File: src/rtl/multicycle_ctrl.sv
// Multi-cycle control FSM for an RV32 subset datapath (lw, sw, R, I-ALU, beq, jal).
// Ports: clk/rst_n, instruction fields, zero, mem_ready in; strobes, mux selects,
// ALUControl, illegal/mem_err pulses and debug state out.
module multicycle_ctrl #(
    parameter int MEM_TIMEOUT = 16
) (
    input  logic       clk,
    input  logic       rst_n,
    input  logic [6:0] opcode,
    input  logic [2:0] funct3,
    input  logic       funct7b5,
    input  logic       zero,
    input  logic       mem_ready,
    output logic       mem_req,
    output logic       MemWrite,
    output logic       AdrSrc,
    output logic       IRWrite,
    output logic       PCWrite,
    output logic       RegWrite,
    output logic [1:0] ResultSrc,
    output logic [1:0] ALUSrcA,
    output logic [1:0] ALUSrcB,
    output logic [1:0] ImmSrc,
    output logic [2:0] ALUControl,
    output logic       illegal,
    output logic       mem_err,
    output logic [3:0] state
);

    localparam logic [3:0] S_FETCH    = 4'd0;
    localparam logic [3:0] S_DECODE   = 4'd1;
    localparam logic [3:0] S_MEMADR   = 4'd2;
    localparam logic [3:0] S_MEMREAD  = 4'd3;
    localparam logic [3:0] S_MEMWB    = 4'd4;
    localparam logic [3:0] S_MEMWRITE = 4'd5;
    localparam logic [3:0] S_EXECR    = 4'd6;
    localparam logic [3:0] S_ALUWB    = 4'd7;
    localparam logic [3:0] S_EXECI    = 4'd8;
    localparam logic [3:0] S_JAL      = 4'd9;
    localparam logic [3:0] S_BEQ      = 4'd10;

    localparam logic [6:0] OP_LW  = 7'b0000011;
    localparam logic [6:0] OP_SW  = 7'b0100011;
    localparam logic [6:0] OP_R   = 7'b0110011;
    localparam logic [6:0] OP_I   = 7'b0010011;
    localparam logic [6:0] OP_JAL = 7'b1101111;
    localparam logic [6:0] OP_BEQ = 7'b1100011;

    localparam logic [15:0] CNT_LAST =
        16'((MEM_TIMEOUT == 0) ? 0 : MEM_TIMEOUT - 1);

    logic [3:0]  state_q, state_d;
    logic [15:0] cnt_q, cnt_d;
    logic [1:0]  alu_op;
    logic        in_mem, timeout;
    logic        req_c, mw_c, irw_c, pcw_c, rw_c, ill_c, err_c;

    assign in_mem = (state_q == S_FETCH) || (state_q == S_MEMREAD) ||
                    (state_q == S_MEMWRITE);

    // mem_ready on the last allowed cycle still completes normally
    assign timeout = in_mem && !mem_ready && (MEM_TIMEOUT != 0) &&
                     (cnt_q == CNT_LAST);

    always_comb begin
        state_d   = state_q;
        req_c     = 1'b0;
        mw_c      = 1'b0;
        irw_c     = 1'b0;
        pcw_c     = 1'b0;
        rw_c      = 1'b0;
        ill_c     = 1'b0;
        err_c     = 1'b0;
        AdrSrc    = 1'b0;
        ResultSrc = 2'b00;
        ALUSrcA   = 2'b00;
        ALUSrcB   = 2'b00;
        alu_op    = 2'b00;
        case (state_q)
            S_FETCH: begin
                req_c     = 1'b1;
                ALUSrcB   = 2'b10;
                ResultSrc = 2'b10;
                if (timeout) begin
                    err_c = 1'b1;
                end else if (mem_ready) begin
                    irw_c   = 1'b1;
                    pcw_c   = 1'b1;
                    state_d = S_DECODE;
                end
            end
            S_DECODE: begin
                ALUSrcA = 2'b01;
                ALUSrcB = 2'b01;
                case (opcode)
                    OP_LW, OP_SW: state_d = S_MEMADR;
                    OP_R:         state_d = S_EXECR;
                    OP_I:         state_d = S_EXECI;
                    OP_JAL:       state_d = S_JAL;
                    OP_BEQ:       state_d = S_BEQ;
                    default: begin
                        ill_c   = 1'b1;
                        state_d = S_FETCH;
                    end
                endcase
            end
            S_MEMADR: begin
                ALUSrcA = 2'b10;
                ALUSrcB = 2'b01;
                state_d = (opcode == OP_SW) ? S_MEMWRITE : S_MEMREAD;
            end
            S_MEMREAD: begin
                req_c  = 1'b1;
                AdrSrc = 1'b1;
                if (timeout) begin
                    err_c   = 1'b1;
                    state_d = S_FETCH;
                end else if (mem_ready) begin
                    state_d = S_MEMWB;
                end
            end
            S_MEMWB: begin
                ResultSrc = 2'b01;
                rw_c      = 1'b1;
                state_d   = S_FETCH;
            end
            S_MEMWRITE: begin
                req_c  = 1'b1;
                AdrSrc = 1'b1;
                mw_c   = !timeout;
                if (timeout) begin
                    err_c   = 1'b1;
                    state_d = S_FETCH;
                end else if (mem_ready) begin
                    state_d = S_FETCH;
                end
            end
            S_EXECR: begin
                ALUSrcA = 2'b10;
                alu_op  = 2'b10;
                state_d = S_ALUWB;
            end
            S_EXECI: begin
                ALUSrcA = 2'b10;
                ALUSrcB = 2'b01;
                alu_op  = 2'b10;
                state_d = S_ALUWB;
            end
            S_ALUWB: begin
                rw_c    = 1'b1;
                state_d = S_FETCH;
            end
            S_JAL: begin
                ALUSrcA = 2'b01;
                ALUSrcB = 2'b10;
                pcw_c   = 1'b1;
                state_d = S_ALUWB;
            end
            S_BEQ: begin
                ALUSrcA = 2'b10;
                alu_op  = 2'b01;
                pcw_c   = zero;
                state_d = S_FETCH;
            end
            default: state_d = S_FETCH;
        endcase
    end

    // counter restarts whenever the FSM moves or the access completes
    always_comb begin
        cnt_d = 16'd0;
        if (in_mem && !mem_ready && !timeout && (state_d == state_q))
            cnt_d = cnt_q + 16'd1;
    end

    always_comb begin
        ALUControl = 3'b000;
        case (alu_op)
            2'b01: ALUControl = 3'b010;
            2'b10: begin
                case (funct3)
                    3'b000:  ALUControl = (opcode[5] & funct7b5) ? 3'b010 : 3'b000;
                    3'b001:  ALUControl = 3'b001;
                    3'b100:  ALUControl = 3'b100;
                    3'b101:  ALUControl = 3'b101;
                    3'b110:  ALUControl = 3'b110;
                    3'b111:  ALUControl = 3'b111;
                    default: ALUControl = 3'b000;
                endcase
            end
            default: ALUControl = 3'b000;
        endcase
    end

    always_comb begin
        case (opcode)
            OP_SW:   ImmSrc = 2'b01;
            OP_BEQ:  ImmSrc = 2'b10;
            OP_JAL:  ImmSrc = 2'b11;
            default: ImmSrc = 2'b00;
        endcase
    end

    // strobes are forced low for as long as reset is held
    assign mem_req  = rst_n & req_c;
    assign MemWrite = rst_n & mw_c;
    assign IRWrite  = rst_n & irw_c;
    assign PCWrite  = rst_n & pcw_c;
    assign RegWrite = rst_n & rw_c;
    assign illegal  = rst_n & ill_c;
    assign mem_err  = rst_n & err_c;
    assign state    = state_q;

    always_ff @(posedge clk) begin
        if (!rst_n) begin
            state_q <= S_FETCH;
            cnt_q   <= 16'd0;
        end else begin
            state_q <= state_d;
            cnt_q   <= cnt_d;
        end
    end

endmodule

File: config.mk
export PLATFORM = sky130hd
export DESIGN_NAME = multicycle_ctrl
export DESIGN_NICKNAME = d
export VERILOG_FILES = /design/src/rtl/multicycle_ctrl.sv
export SDC_FILE = /design/constraint.sdc
export NUM_CORES = 1
export LEC_CHECK = 0
export BUFFER_PORTS_ARGS = -buffer_cell sky130_fd_sc_hd__buf_4
export CAP_MARGIN = 20
export CORE_ASPECT_RATIO = 0.6
export CORE_MARGIN = 5
export CORE_UTILIZATION = 25
export CTS_CLUSTER_DIAMETER = 200
export CTS_CLUSTER_SIZE = 8
export DETAILED_ROUTE_END_ITERATION = 10
export SETUP_SLACK_MARGIN = 0.3
export SYNTH_ARGS = -nofsm -noshare
export SYNTH_HDL_FRONTEND = slang
export SYNTH_SLANG_ARGS = --single-unit
File: constraint.sdc
create_clock -name clk -period 2.45 [get_ports clk]
set_input_delay 0.49 -clock clk [delete_from_list [all_inputs] [get_ports clk]]
set_output_delay 0.49 -clock clk [all_outputs]
set_load 0.03 [all_outputs]
Word level (Yosys, flattened, before mapping)
Index checks and enable logic that the tools add are counted.
Storage, ports and cells
  ROM bits: 0
  bits of input ports: 15
  bits in registers: 20
  memories: 0
  bits in writable memories: 0
  output and inout port bits: 23
  logic and storage cells: 87
  bits in latches: 0
Operators by class
  equal/unequal tests: 25
  multiply operators: 0
  bitwise logic cells: 8
  shift operators: 0
  reductions and logical operators: 22
  mux-type cells: 29
  add/sub/neg operators: 1
  order comparisons: 0
  div/mod/pow operators: 0
Operators by type and width (number)
  2-to-1 mux 4 bit: 6
  case mux 4 bit (6 select lines): 1
  case mux 4 bit (5 select lines): 1
  case mux 3 bit (6 select lines): 1
  adder 16 x 1 -> 16 bit, second input constant: 1
  equality test 16 x 4 -> 1 bit, second input constant: 1
  equality test 4 x 3 -> 1 bit, second input constant: 4
  case mux 2 bit (2 select lines): 4
  equality test 7 x 6 -> 1 bit, second input constant: 2
  equality test 7 bit, second input constant: 2
  equality test 3 bit, second input constant: 4
  equality test 4 bit, second input constant: 3
  OR reduction 2 bit: 6
  2-to-1 mux 1 bit: 11
  OR reduction 3 bit: 3
  bitwise AND 1 bit: 8
  equality test 4 x 2 -> 1 bit, second input constant: 2
  equality test 7 x 2 -> 1 bit, second input constant: 1
  equality test 7 x 5 -> 1 bit, second input constant: 1
  case mux 2 bit (3 select lines): 1
  case mux 3 bit (2 select lines): 1
  OR reduction 6 bit: 1
  equality test 4 x 1 -> 1 bit, second input constant: 1
  equality test 4 bit: 1
  13 further kinds: 18

Longest topological paths before layout
  depth in word-level cells: 10
  gate-level depth with buffers: 8
  mapped depth without buffers: 7

Worst setup path after synthesis
No wires, ideal clock.
  path kind: register to output
  start: reg state_q[3] (netlist: state[3])
  end: out ALUControl[0]
  cell stages (with the launch flop): 6
  setup slack: -359 ps
  buffers on the path: 1
  data arrival time: 2319 ps
  cell sequence: dfxtp_1 clkbuf_1 nand2_1 or2_2 ha_1 nor3_1
On the way
  word-level cells in the longest chain between the ends: 5
  elaborated cells on any way between the ends: 8
  those cells by class: eq/ne: 5; mux: 2; reduce/logical: 1
RTL lines
  start: declaration: RTL line 52  | logic [3:0] state_q, state_d;
  start signal: assignment: RTL line 219  | state_q <= state_d;
  equality test 4 bit or equality test 4 x 3 -> 1 bit (tied branches): RTL line 79  | case (state_q)
  OR reduction 2 bit (no source line)
  case mux 2 bit (2 select lines) (*): RTL line 79
  equality test 2 bit or equality test 2 x 1 -> 1 bit (tied branches): RTL line 178  | case (alu_op)
  case mux 3 bit (2 select lines) (*): RTL line 178
  end: declaration: RTL line 24  | output logic [2:0] ALUControl,
Every way passes the cells marked *; elsewhere a longest branch is shown, timed or not.

Final worst setup path
  start: reg state_q[1] (netlist: state[1])
  end: out ALUControl[0]
The elaborated chain is that of the path after synthesis.

==> results.md <==
- Run status: finished clean
- Final Routed Wirelength: 4670 µm
- Post-synth top flop: sky130_fd_sc_hd__dfxtp_1
- Psw: 0.195 mW
- DRC violation count after routing: 0
- Peak Freq: 451 MHz
- Maximum capacitance violations: 0
- Overall track demand over capacity in global routing: between 10% and 20%
- Post-synthesis average cell area: 7.69 µm²
- Setup repair after global routing missed its margin: true
- First-pass GRT wire length: 7410 µm
- Number of diodes: 0
- Worst vdd ir: between 0.15 and 0.2 mV
- Unique cell type count in the Yosys netlist: 45
- Number of antenna violations at the first check in global routing: 0
- Number of clock sinks: 20
- Vias: 1574
- Violation count after the first detailed-routing iteration: 147
- Setup TNS: 0 ns
- Drt first pass iters: 4
- Buffers and inverters on the worst path: 3
- Library cell occupying the most area in the post-synthesis netlist: sky130_fd_sc_hd__dfxtp_1
- Number of warnings reported in the yosys synthesis log: 0
- Critical Path RT: 1.96 ns
- Kind of critical path: flip-flop to primary output
- CTS H-tree depth: 1
- Area after DPL: about 0.0018 mm²
- Clock share of power: 41.8%
- Cell family with the largest share of critical-path delay: simple AND/OR/NAND/NOR gates
- Worst Skew: 0.00143 ns
- Die Height: 67.6 µm
- CP peak stage delay: 0.35 ns
- Post-Synthesis Cells: 180
- Last weighted congestion value of the routability-driven placer: 0.810
- Cell with the biggest individual delay on the critical path: sky130_fd_sc_hd__dfxtp_2
- Worst path cell trace: buf_8, nor2b_4, nand2_1, a21o_1, inv_2, ha_4, nand2_4, nor3_4, buf_6
- Clock root cell: sky130_fd_sc_hd__clkbuf_8
- Post-layout total power: ~0.8 mW
- CTS hold repair buffers: 0
- Crit end category: primary output
- Max Slew Vio Count: 0
- Clock tree from TritonCTS: built
- Final Cell Area: approximately 0.0022 mm²
- Pin slew with the least headroom to its limit: 0.384 ns
- Clock network latency to the later pin of the worst-skew pair: 0.26 ns
- Maximum number of pins on one net before global-route repair: 19
- IO Pins: 38
- Die footprint: 0.00717 mm²
- Synth-to-layout area growth: 62.3%
- Final Cycle Share: about nine tenths
- Critical path peak fanout: 4
- Relative contribution of sequential cells to total power: 41.3%
- Clock Tree Buf Depth: 2
- Sequential fraction of the synthesis area: 28.9%
- Worst hold margin: ~0.45 ns
- Arrival time worst endpoint: 1.73 ns
- Most frequent standard cell in the layout excluding fill and tap cells: sky130_fd_sc_hd__buf_4
- Leakage power: 0.919 nW
- Endpoints failing hold: 0
- Number of nets in the finished design: 261
- Worst relative slew slack: 74.2%
- Pwr/cell area: 355 mW/mm²
- Async S/R FF share, synth: 0%
- Proportion of total power due to net switching: roughly a quarter
- Top library cells by usage in the layout, fill and taps aside: 59 x sky130_fd_sc_hd__buf_4, 22 x sky130_fd_sc_hd__nor2_1, 11 x sky130_fd_sc_hd__xor2_1
- Worst min-delay path class: flip-flop to flip-flop
- Half-perimeter wire length after placement: just over 3000 µm
- Number of rows in the core area: 21
- Clock transition at path regs: 0.08 ns
- Final Critical Period: roughly 2.2 ns
- Cell Area, Synth: between 0.001 and 0.0015 mm²
- Startpoint type of the worst setup path: flip-flop
- Core area: 0.00547 mm²
- Synth Net Count: 198
- Remaining Overflow, GRT: 0
- Post-synthesis register bit count: 20
- Count of flip-flops with a built-in enable after synthesis: 0
- Cell types occupying the most area after synthesis: sky130_fd_sc_hd__dfxtp_1 29%, sky130_fd_sc_hd__xor2_1 7.0%, sky130_fd_sc_hd__nor2_1 6.5%
- Number of global-route vias before repair: approximately 1500
- Cts bufs inserted: 3
- Internal power of the cells: between 0.6 and 0.7 mW
- Count of input and output buffers: 37
- Initial Util: 25.3%
- Fraction of final layout cells sized beyond drive strength 1: a little under half
- Setup-violating endpoint count in the final report: 0
- Fraction of synthesized cell area taken by the top area cell type: 28.9%
- DR WL/cell: about 15 µm
- Combinational power share: 16.9%
- Width of the die: between 100 and 150 µm
- Routed via count divided by cell count: 5.06
- Antenna Violating Nets Remaining: 0
per-stage QoR:
stage                     cells  setup WS [ns]  utilization, %
after global placement      282          0.301            33.1
after detailed placement    282          0.267            33.1
final                       311          0.234            41.1
after CTS                   308          0.259            39.1
after global routing        311          0.175            41.1
after floorplan             180          0.147               -
worst paths after layout:
kind / from / endpoint / slack [ns] / cells past startpoint
worst max-delay path: state[1]$_SDFF_PN0_ / ALUControl[0] / 0.23 / 9
worst min-delay path: cnt_q[0]$_SDFF_PN0_ / cnt_q[0]$_SDFF_PN0_ / 0.45 / 1
worst max register to register: state[1]$_SDFF_PN0_ / state[0]$_SDFF_PN0_ / 0.28 / 15
worst min register to register: cnt_q[0]$_SDFF_PN0_ / cnt_q[0]$_SDFF_PN0_ / 0.45 / 1
Yosys cell counts, types with 2 or more instances:
cell type / number
sky130_fd_sc_hd__a21oi_1: 6
sky130_fd_sc_hd__nand2_1: 12
sky130_fd_sc_hd__clkbuf_1: 3
sky130_fd_sc_hd__a41oi_1: 2
sky130_fd_sc_hd__ha_1: 3
sky130_fd_sc_hd__buf_4: 2
sky130_fd_sc_hd__nor2b_1: 4
sky130_fd_sc_hd__or4_1: 2
sky130_fd_sc_hd__xnor2_1: 3
sky130_fd_sc_hd__nand4_1: 9
sky130_fd_sc_hd__nor3_1: 7
sky130_fd_sc_hd__o21ai_0: 7
sky130_fd_sc_hd__nand2b_1: 5
sky130_fd_sc_hd__nor2_1: 24
sky130_fd_sc_hd__inv_1: 9
sky130_fd_sc_hd__or3_1: 4
sky130_fd_sc_hd__or2_2: 3
sky130_fd_sc_hd__dfxtp_1: 20
sky130_fd_sc_hd__and3_1: 5
sky130_fd_sc_hd__xor2_1: 11
sky130_fd_sc_hd__and2_1: 3
sky130_fd_sc_hd__nor4_1: 5
sky130_fd_sc_hd__buf_2: 3
sky130_fd_sc_hd__and4_1: 2
sky130_fd_sc_hd__nand3_1: 6
worst reg2reg max path, cell delays in order, from the launching register on:
cell	delay [ns]
sky130_fd_sc_hd__dfxtp_2	0.33
sky130_fd_sc_hd__buf_8	0.13
sky130_fd_sc_hd__nor2_4	0.11
sky130_fd_sc_hd__nand2_2	0.07
sky130_fd_sc_hd__buf_6	0.11
sky130_fd_sc_hd__buf_4	0.13
sky130_fd_sc_hd__buf_6	0.11
sky130_fd_sc_hd__buf_4	0.12
sky130_fd_sc_hd__buf_4	0.12
sky130_fd_sc_hd__buf_4	0.12
sky130_fd_sc_hd__buf_4	0.12
sky130_fd_sc_hd__buf_4	0.12
sky130_fd_sc_hd__buf_4	0.13
sky130_fd_sc_hd__buf_6	0.11
sky130_fd_sc_hd__o31a_1	0.09
sky130_fd_sc_hd__a31oi_1	0.18
registers in the layout (all words and copies together), names as in the netlist:
name / cells
cnt_q: 16
state: 4
routing by layer:
layer	global-route usage, %	share of wire [%]	routed length (µm)	vias up
li1	-	-	-	770
met4	1.45	0.77	36	0
met5	0	0	0	-
met2	18.7	43	2000	57
met1	18.9	50	2320	741
met3	2.20	6.7	314	6
power by group through the flow:
stage | sequential, mW | combinational, mW | clock, mW
2_1_floorplan | 0.341 | 0.0696 | 0
3_3_place_gp | 0.337 | 0.123 | 0
3_5_place_dp | 0.337 | 0.123 | 0
4_1_cts | 0.329 | 0.131 | 0.338
5_1_grt | 0.330 | 0.146 | 0.349
6_report | 0.329 | 0.135 | 0.334
cell type report:
type	instances	area (µm²)
well taps	69	86.3
fillers	530	3220
flip-flops and latches	20	420
inverters	9	33.8
clock buffers	3	41.3
clock inverters	1	30.0
repair buffers	68	552
multi-input cells	141	1080
timing repair:
action,in CTS,in global routing
resized for setup,25,24
pin swaps,6,11
endpoints found under the hold margin,0,0
endpoints found under the setup margin,7,10
setup buffers,22,3
cells by family after synthesis:
group                      Yosys count  synth area share, %
and+or+nand+nor                     96                 37.8
AOI/OAI and AO/OA                   26                 13.7
buffers and inverters               19                 6.60
xor gates and xnor gates            14                 8.86
DFF                                 20                 28.9
adders and majority gates            4                 3.44
muxes                                1                0.723
Power figures use the tool's default switching activity.
